## src/rtl/midi_event_parser_if.sv

```systemverilog
// midi_event_parser_if
//   Groups the byte input strobe, the event FIFO handshake and the status
//   outputs of midi_event_parser into one bundle.
//   slave  modport : the parser's view (bytes in, events and status out)
//   master modport : the producer/consumer view (bytes out, events in)
//   Signals:
//     byte_valid  one-cycle strobe marking a received MIDI byte
//     byte_data   the received MIDI byte
//     ev_valid    event FIFO non-empty
//     ev_ready    consumer accepts the head event
//     ev_note_on  1 = note-on, 0 = note-off
//     ev_note     note number (bit 7 always 0)
//     ev_velocity velocity (0 for note-off)
//     modulation  last CC#1 value seen on the configured channel
//     overflow    sticky: an event was dropped because the FIFO was full
interface midi_event_parser_if;
  logic       byte_valid;
  logic [7:0] byte_data;
  logic       ev_valid;
  logic       ev_ready;
  logic       ev_note_on;
  logic [7:0] ev_note;
  logic [6:0] ev_velocity;
  logic [6:0] modulation;
  logic       overflow;

  modport slave (
    input  byte_valid, byte_data, ev_ready,
    output ev_valid, ev_note_on, ev_note, ev_velocity, modulation, overflow
  );

  modport master (
    output byte_valid, byte_data, ev_ready,
    input  ev_valid, ev_note_on, ev_note, ev_velocity, modulation, overflow
  );
endinterface

```

## src/rtl/midi_event_parser.sv

```systemverilog
// midi_event_parser
//   Parses a MIDI byte stream for one channel, turning note-on/note-off
//   messages into events queued in a small FIFO and tracking the
//   modulation wheel (CC#1). Realtime bytes are transparent, system and
//   foreign-channel messages are skipped.
//   Ports:
//     mclk  the only clock, all logic on its rising edge
//     rst   asynchronous active-high reset
//     bus   midi_event_parser_if.slave (byte input, event FIFO, status)
//   Parameters:
//     CHANNEL     MIDI channel 0..15 accepted for note/CC messages
//     FIFO_DEPTH  event FIFO entries, power of two, at least 2
//   Build option:
//     MIDI_RUNNING_STATUS_EN  when defined, a completed message keeps its
//     status so further data-byte pairs form new messages (running status).
module midi_event_parser #(
  parameter logic [3:0] CHANNEL    = 4'd0,
  parameter int         FIFO_DEPTH = 4
) (
  input  logic                 mclk,
  input  logic                 rst,
  midi_event_parser_if.slave   bus
);

  localparam int PTR_W = $clog2(FIFO_DEPTH);

  typedef enum logic [1:0] {IDLE, WAIT_D1, WAIT_D2, DISCARD} state_t;
  // Only the three accepted message kinds are ever retained, so a 2-bit
  // kind replaces the full status byte; KIND_NONE means no running status.
  typedef enum logic [1:0] {KIND_NONE, KIND_OFF, KIND_ON, KIND_CC} kind_t;

  typedef struct packed {
    logic       on;
    logic [6:0] note;
    logic [6:0] vel;
  } event_t;

  state_t      state_reg, state_next;
  kind_t       kind_reg, kind_next;
  logic [6:0]  d1_reg, d1_next;
  logic [6:0]  mod_reg, mod_next;
  logic        overflow_reg;

  logic        push;
  event_t      push_event;

  logic [PTR_W-1:0] wr_ptr_reg, rd_ptr_reg;
  logic [PTR_W:0]   count_reg;
  event_t           mem [FIFO_DEPTH];
  event_t           head;
  logic             ev_valid, full, pop, wr_en;

  // ---------------------------------------------------------------
  // Parser
  // ---------------------------------------------------------------
  always_ff @(posedge mclk or posedge rst) begin
    if (rst) begin
      state_reg <= IDLE;
      kind_reg  <= KIND_NONE;
      d1_reg    <= 7'd0;
      mod_reg   <= 7'd0;
    end else begin
      state_reg <= state_next;
      kind_reg  <= kind_next;
      d1_reg    <= d1_next;
      mod_reg   <= mod_next;
    end
  end

  always_comb begin
    state_next = state_reg;
    kind_next  = kind_reg;
    d1_next    = d1_reg;
    mod_next   = mod_reg;
    push       = 1'b0;
    push_event = '0;

    if (bus.byte_valid) begin
      if (bus.byte_data >= 8'hF8) begin
        // Realtime bytes may interleave anywhere; leave everything alone.
      end else if (bus.byte_data[7]) begin
        // Any status byte aborts a partial message. System common
        // (0xF0..0xF7) falls into the "other status" branch.
        if (bus.byte_data[3:0] == CHANNEL && bus.byte_data[7:4] == 4'h8) begin
          kind_next  = KIND_OFF;
          state_next = WAIT_D1;
        end else if (bus.byte_data[3:0] == CHANNEL && bus.byte_data[7:4] == 4'h9) begin
          kind_next  = KIND_ON;
          state_next = WAIT_D1;
        end else if (bus.byte_data[3:0] == CHANNEL && bus.byte_data[7:4] == 4'hB) begin
          kind_next  = KIND_CC;
          state_next = WAIT_D1;
        end else begin
          kind_next  = KIND_NONE;
          state_next = DISCARD;
        end
      end else begin
        unique case (state_reg)
          IDLE: begin
`ifdef MIDI_RUNNING_STATUS_EN
            if (kind_reg != KIND_NONE) begin
              d1_next    = bus.byte_data[6:0];
              state_next = WAIT_D2;
            end
`endif
          end
          WAIT_D1: begin
            d1_next    = bus.byte_data[6:0];
            state_next = WAIT_D2;
          end
          WAIT_D2: begin
            unique case (kind_reg)
              KIND_ON: begin
                // Note-on with zero velocity is a note-off by convention.
                push            = 1'b1;
                push_event.on   = (bus.byte_data[6:0] != 7'd0);
                push_event.note = d1_reg;
                push_event.vel  = bus.byte_data[6:0];
              end
              KIND_OFF: begin
                push            = 1'b1;
                push_event.on   = 1'b0;
                push_event.note = d1_reg;
                push_event.vel  = 7'd0;
              end
              KIND_CC: begin
                if (d1_reg == 7'd1) mod_next = bus.byte_data[6:0];
              end
              default: ;
            endcase
`ifdef MIDI_RUNNING_STATUS_EN
            state_next = WAIT_D1;
`else
            state_next = IDLE;
`endif
          end
          DISCARD: ;
          default: state_next = IDLE;
        endcase
      end
    end
  end

  // ---------------------------------------------------------------
  // Event FIFO
  // ---------------------------------------------------------------
  assign ev_valid = (count_reg != '0);
  assign full     = (count_reg == (PTR_W+1)'(FIFO_DEPTH));
  assign pop      = ev_valid && bus.ev_ready;
  // When full, a simultaneous pop frees the slot the write pointer
  // addresses (wr_ptr == rd_ptr), so the push is still accepted.
  assign wr_en    = push && (!full || pop);

  always_ff @(posedge mclk or posedge rst) begin
    if (rst) begin
      wr_ptr_reg   <= '0;
      rd_ptr_reg   <= '0;
      count_reg    <= '0;
      overflow_reg <= 1'b0;
    end else begin
      if (wr_en) wr_ptr_reg <= wr_ptr_reg + 1'b1;
      if (pop)   rd_ptr_reg <= rd_ptr_reg + 1'b1;
      if (wr_en && !pop)      count_reg <= count_reg + 1'b1;
      else if (!wr_en && pop) count_reg <= count_reg - 1'b1;
      if (push && !wr_en) overflow_reg <= 1'b1;
    end
  end

  // Storage is not reset; empty-state outputs are forced to zero below.
  generate
    for (genvar gi = 0; gi < FIFO_DEPTH; gi++) begin : g_slot
      always_ff @(posedge mclk) begin
        if (wr_en && wr_ptr_reg == PTR_W'(gi)) mem[gi] <= push_event;
      end
    end
  endgenerate

  // The head is read combinationally so an event is visible the cycle
  // right after it is pushed.
  assign head = mem[rd_ptr_reg];

  assign bus.ev_valid    = ev_valid;
  assign bus.ev_note_on  = ev_valid & head.on;
  assign bus.ev_note     = {1'b0, ev_valid ? head.note : 7'd0};
  assign bus.ev_velocity = ev_valid ? head.vel : 7'd0;
  assign bus.modulation  = mod_reg;
  assign bus.overflow    = overflow_reg;

endmodule

```

## src/flat_wrapper.sv

```systemverilog
// flat-port wrapper written by rule: the top's interface ports become plain ports
module midi_event_parser_flat 
#(
  parameter logic [3:0] CHANNEL    = 4'd0,
  parameter int         FIFO_DEPTH = 4
)
  (mclk, rst, bus_byte_valid, bus_byte_data, bus_ev_ready, bus_ev_valid, bus_ev_note_on, bus_ev_note, bus_ev_velocity, bus_modulation, bus_overflow);
  midi_event_parser_if bus_i ();
  input  logic mclk;
  input  logic rst;
  input wire logic [$bits(bus_i.byte_valid)-1:0] bus_byte_valid;
  input wire logic [$bits(bus_i.byte_data)-1:0] bus_byte_data;
  input wire logic [$bits(bus_i.ev_ready)-1:0] bus_ev_ready;
  output wire logic [$bits(bus_i.ev_valid)-1:0] bus_ev_valid;
  output wire logic [$bits(bus_i.ev_note_on)-1:0] bus_ev_note_on;
  output wire logic [$bits(bus_i.ev_note)-1:0] bus_ev_note;
  output wire logic [$bits(bus_i.ev_velocity)-1:0] bus_ev_velocity;
  output wire logic [$bits(bus_i.modulation)-1:0] bus_modulation;
  output wire logic [$bits(bus_i.overflow)-1:0] bus_overflow;
  assign bus_i.byte_valid = bus_byte_valid;
  assign bus_i.byte_data = bus_byte_data;
  assign bus_i.ev_ready = bus_ev_ready;
  assign bus_ev_valid = bus_i.ev_valid;
  assign bus_ev_note_on = bus_i.ev_note_on;
  assign bus_ev_note = bus_i.ev_note;
  assign bus_ev_velocity = bus_i.ev_velocity;
  assign bus_modulation = bus_i.modulation;
  assign bus_overflow = bus_i.overflow;
  midi_event_parser #(.CHANNEL(CHANNEL), .FIFO_DEPTH(FIFO_DEPTH)) u_core (.mclk(mclk), .rst(rst), .bus(bus_i));
endmodule
```

## config.mk

```make
export PLATFORM = sky130hd
export DESIGN_NAME = midi_event_parser_flat
export DESIGN_NICKNAME = d
export VERILOG_FILES = /design/src/rtl/midi_event_parser_if.sv /design/src/rtl/midi_event_parser.sv /design/src/flat_wrapper.sv
export SDC_FILE = /design/constraint.sdc
export NUM_CORES = 1
export LEC_CHECK = 0
export ABC_AREA = 1
export CORE_UTILIZATION = 45
export CTS_CLUSTER_DIAMETER = 120
export DETAILED_ROUTE_END_ITERATION = 12
export GPL_ROUTABILITY_DRIVEN = 0
export PLACE_DENSITY = 0.76
export SLEW_MARGIN = 25
export SYNTH_ARGS = -nofsm -noshare
export SYNTH_HDL_FRONTEND = slang
export SYNTH_SLANG_ARGS = --single-unit
export TNS_END_PERCENT = 1
```

## constraint.sdc

```tcl
create_clock -name mclk -period 5.2 [get_ports mclk]
set_input_delay 1.3 -clock mclk [delete_from_list [all_inputs] [get_ports mclk]]
set_output_delay 1.3 -clock mclk [all_outputs]
set_load 0.02 [all_outputs]
```

Word-level counts from Yosys, hierarchy flattened:

Memories as Yosys holds them, arrays and structs flattened.
Index checks and enable logic that the tools add are counted.

* divide/modulo/power cells: 0
* shifts and indexed selects: 0
* equal/unequal tests: 13
* muxes and demuxes: 39
* reductions and logical operators: 30
* add/sub/neg operators: 4
* magnitude comparators: 1
* bitwise gates (word level): 3
* multipliers: 0

Operators with widths (number)
* $mux 15: 7
* $reduce_or 15->1: 3
* $pmux 15 s2: 1
* $mux 2: 10
* $mux 1: 16
* $mux 7: 2
* $eq 4x4->1 const B: 3
* $logic_and 1x1->1: 12
* $eq 2x2->1 const B: 5
* $ge 8x8->1 const B: 1
* $eq 7x1->1 const B: 1
* $reduce_bool 7->1: 1
* $eq 2x1->1 const B: 3
* $mux 3: 2
* $reduce_and 3->1: 2
* $reduce_and 6->1: 1
* $reduce_bool 3->1: 2
* $add 2x1->2 const B: 2
* $logic_not 4->1: 1
* $pmux 2 s2: 1
* $reduce_and 4->1: 1
* $add 3x1->3 const B: 1
* $eq 3x3->1 const B: 1
* $logic_not 1->1: 3
* 7 further kinds: 8

* bits of input ports: 12
* memory bits (writable): 60
* memories: 1
* output and inout bits: 25
* word-level logic and storage cells: 99
* flip-flop bits (word level): 26
* memory bits (read-only): 0
* latch bits: 0

Memories
* u_core.mem: depth 4, width 15, read ports 1, clocked after memory_dff 0, wr ports 1, line midi_event_parser.sv:49 `event_t mem [FIFO_DEPTH];`

Longest topological paths before layout:

* depth in word-level cells: 15
* depth in mapped cells: 12

Least setup slack after synthesis:

OpenSTA, ideal clock, no wires.

* path kind: in2reg
* start point: input port bus_byte_valid
* end point: register u_core.count_reg[2]
* data required time: 5069 ps
* stages on the path: 12
* slack: 2369 ps
* arrival: 2700 ps
* path through: inv_2 nor2_4 nand2_4 nor2_4 nand2_4 clkinv_4 ha_1 inv_1 fa_1 a21oi_1 o21ai_0 xor2_1

* cells in the longest elaborated chain, start to end: 5
* elaborated cells on any way between the ends: 7

RTL lines
* from (decl): line flat_wrapper.sv:11 `input wire logic [$bits(bus_i.byte_valid)-1:0] bus_byte_valid;`
* $mux 1 (*): line midi_event_parser.sv:78 `if (bus.byte_valid) begin`
* $logic_and 1x1->1 (*): line midi_event_parser.sv:152 `assign wr_en = push && (!full || pop);`
* via u_core.wr_en: line midi_event_parser.sv:51 `logic ev_valid, full, pop, wr_en;`
* $logic_not 1->1: line midi_event_parser.sv:164 `else if (!wr_en && pop) count_reg <= count_reg - 1'b1;`
* $logic_and 1x1->1: line midi_event_parser.sv:164
* $reduce_bool 2->1 (no source line)
* to (signal assigned): line midi_event_parser.sv:163 `if (wr_en && !pop) count_reg <= count_reg + 1'b1;`
* to (signal assigned): line midi_event_parser.sv:164
* to (decl): line midi_event_parser.sv:48 `logic [PTR_W:0] count_reg;`

Mark *: on every way through the listed nets, which the timed path passes. The rest lies on a longest branch.
A chain may end at the register's enable or synchronous reset.

Worst setup path in the final report:

* start point: register u_core.rd_ptr_reg[1]
* end point: output port bus_ev_velocity[3]

* cells in the longest elaborated chain, start to end: 2

RTL lines
* from (decl): line midi_event_parser.sv:47 `logic [PTR_W-1:0] wr_ptr_reg, rd_ptr_reg;`
* from (signal assigned): line midi_event_parser.sv:162 `if (pop) rd_ptr_reg <= rd_ptr_reg + 1'b1;`
* $mem_v2 4x15
* $mux 7: line midi_event_parser.sv:185 `assign bus.ev_velocity = ev_valid ? head.vel : 7'd0;`
* to (decl): line flat_wrapper.sv:17 `output wire logic [$bits(bus_i.ev_velocity)-1:0] bus_ev_velocity;`

Every way passes these cells.

==> flow_metrics.py <==
metrics = {
    "place": {
        "post_dp_cell_area_um2": 4280,
        "dp_hpwl_um": 5020,
        "portBuffers": 35,
    },
    "timing": {
        "fin_crit_sh_pct": 74.5,
        "hold_viol_final": 0,
        "relSlewSlack_pct": 51.5,
        "setup_viol": 0,
        "finalCriticalPeriod_ns": 3.87,
        "maxSlewViolCount": 0,
        "worstMarginPinSlew_ns": 0.724,
        "rsz0062_at_grt": "false",
        "finClkSkew_ns": 0.00829,
        "clock.fmax_mhz": 258,
        "setup_tns_ns": 0,
    },
    "worst_setup_path": {
        "critPathLaunch": "u_core.rd_ptr_reg[1]$_DFFE_PP0P_",
        "reg2reg_from": "u_core.kind_reg[0]$_DFFE_PP0P_",
        "startpoint_type": "flip-flop",
        "crit_type": "flip-flop to output pin",
        "arrival_ns": 2.57,
        "critPathRequiredTime_ns": 3.90,
        "critPathSlowestCell": "dfrtp_1",
        "crit_fanout": 17,
        "slowest_delay_ns": 0.71,
        "crit_chain": "inv_1, nor2_1, o21ai_0, a21oi_1, clkdlybuf4s50_1",
        "cp_num_buf_inv": 2,
        "endpoint_kind": "output pin",
        "cpLargestDelayFamily": "buffers and inverters",
    },
    "route": {
        "vias_per_cell": 5.04,
        "wl_per_cell_um": 14.3,
        "drc_errors": 0,
        "drt_iter0_markers": 109,
        "vias": 2586,
        "ant_nets": 0,
        "drtPass1Iterations": 4,
        "wl_um": 7330,
    },
    "power": {
        "finalPower_uw": 2170,
        "leakagePower_uw": 0.00187,
        "powerDensity_nw_per_um2": 482,
        "max-vdd-ir-drop_mv": 0.184,
    },
    "finish": {
        "diodes": 0,
        "final_common_cell": "nor2_1",
        "multi_input_area_um2": 1150,
        "area.growth.synth_to_final_pct": 17.5,
        "drive_above_1_share_pct": 9.56,
        "n_fill_cell": 698,
        "nets": 424,
        "ff_latch_area_um2": 2450,
        "largest_reg_flops": 60,
        "fin_area_um2": 4510,
        "final_cell_mix": "nor2_1 (78), edfxtp_1 (60), o21ai_0 (37)",
        "final_core_util_pct": 54.9,
    },
    "clock_network": {
        "worst_skew_pair.late_latency_ns": 0.35,
        "clk_path_buf_depth": 2,
        "cts_tree": "built",
        "cts-root-buf": "clkbuf_8",
        "cts_resized": 0,
        "cts-htree-levels": 3,
        "post-cts-setup-buffer-count": 0,
        "cts_sinks": 86,
        "ctsHoldBuffers": 0,
        "path_clk_slew_ns": 0.08,
        "numCtsBuffers": 9,
    },
    "global_route": {
        "grt-ovfl-total": 0,
        "grt_pass1_wl_um": 12000,
        "antenna_found_initial": 0,
        "grt_pass1_vias": 2554,
        "grt_max_degree": 32,
        "grt_usage_pct": 18.3,
    },
    "floorplanning": {
        "io_pins": 37,
        "fp-row-count": 33,
        "coreArea_um2": 8220,
        "die_h_um": 94.3,
        "initial_core_util_pct": 46.7,
        "fp.dieW_um": 94.3,
        "dieArea_um2": 8900,
    },
    "run": {
        "cap_violations": 0,
    },
    "run_status": {
        "status": "completed",
    },
    "yosys": {
        "synthCells": 365,
        "synth_top_area_cell": "edfxtp_1",
        "synth.ff_latch_count": 86,
        "yosysSeqAreaShare_pct": 63.9,
        "synth.distinct_cells": 30,
        "netlist_top_cells_area": "edfxtp_1 (47%), dfrtp_1 (17%), nor2_1 (7.6%), o21ai_0 (4.8%), inv_1 (3.5%)",
        "syn_area_um2": 3830,
        "synth_edf_count": 60,
        "synth.yosys.warnings": 0,
        "netlist.area_leader.share_pct": 47.0,
        "syn_area_per_cell_um2": 10.5,
        "async_flop_share_pct": 30.2,
        "synth_fp_nets": 386,
        "ys.flop_type": "edfxtp_1",
    },
    "hold_path": {
        "hp-class": "flip-flop to flip-flop",
        "hold_path_startpoint": "u_core.bus.overflow$_DFFE_PP0P_",
    },
}
[per-stage QoR]
step / worst slack [ns] / std cells / hold WS, ns
after floorplan: 2.37 / 365 / 0.453
after global placement: 1.66 / 497 / 0.465
after detailed placement: 1.54 / 497 / 0.469
after CTS: 1.31 / 513 / 0.489
after global routing: 1.09 / 513 / 0.503
final: 1.33 / 513 / 0.483
[synth_stat cells (5+ instances only)]
master,count
buf_2,8
dfrtp_1,26
nand3_1,7
edfxtp_1,60
a21oi_1,18
ha_1,8
inv_1,36
o21ai_1,5
nand2_1,36
o21ai_2,7
nor2_1,78
o21ai_0,37
nor3_1,12
[logic make-up after synthesis]
logic type	count (synthesis)	synth area share, %
compound gates	68	9.62
flops	86	63.9
simple gates	144	16.3
xor+xnor	4	0.914
fa+ha+maj	9	3.13
buf+inv	53	5.94
other cells	1	0.0978
[area by class of cell]
class,instances,share of cell area [%]
well taps,105,2.92
flip-flops and latches,86,54.4
clock buffers,10,2.83
inverters,40,3.50
repair buffers,40,8.61
clock inverters,6,2.11
multi-input cells,226,25.6
[routing by layer]
layer  global-route usage [%]  routed length, µm  up-vias
li1                         -                  -     1282
met1                     23.0               3310     1228
met2                     30.7               3570       61
met3                     2.99                285       15
met4                     8.97                172        0
met5                        0                  0        -
[worst register-to-register path, delay by kind of cell (launching register included)]
kind,cells,cell delay (ns)
fa+ha+maj,3,0.86
xor+xnor,1,0.17
simple gates,2,0.24
flops,1,0.38
buf+inv,3,0.20
compound gates,2,0.30
[power by group]
part / leakage, µW / switching [µW] / internal (µW)
clock network: 0.000105 / 240 / 275
registers: 0.000971 / 74.1 / 790
logic: 0.000794 / 460 / 331
[path summary, 6_finish.rpt]
| kind | end | cells past startpoint | slack (ns) |
|---|---|---|---|
| worst min register to register | u_core.bus.overflow$_DFFE_PP0P_ | 1 | 0.48 |
| worst max-delay path | bus_ev_velocity[3] | 5 | 1.33 |
| min in group asynchronous | u_core.wr_ptr_reg[0]$_DFFE_PP0P_ | 2 | 1.32 |
| max in group asynchronous | u_core.d1_reg[6]$_DFFE_PP0P_ | 2 | 3.51 |
| worst min-delay path | u_core.bus.overflow$_DFFE_PP0P_ | 1 | 0.48 |
| worst max register to register | u_core.count_reg[2]$_DFFE_PP0P_ | 11 | 2.93 |
(Power assumes the default switching activity.)
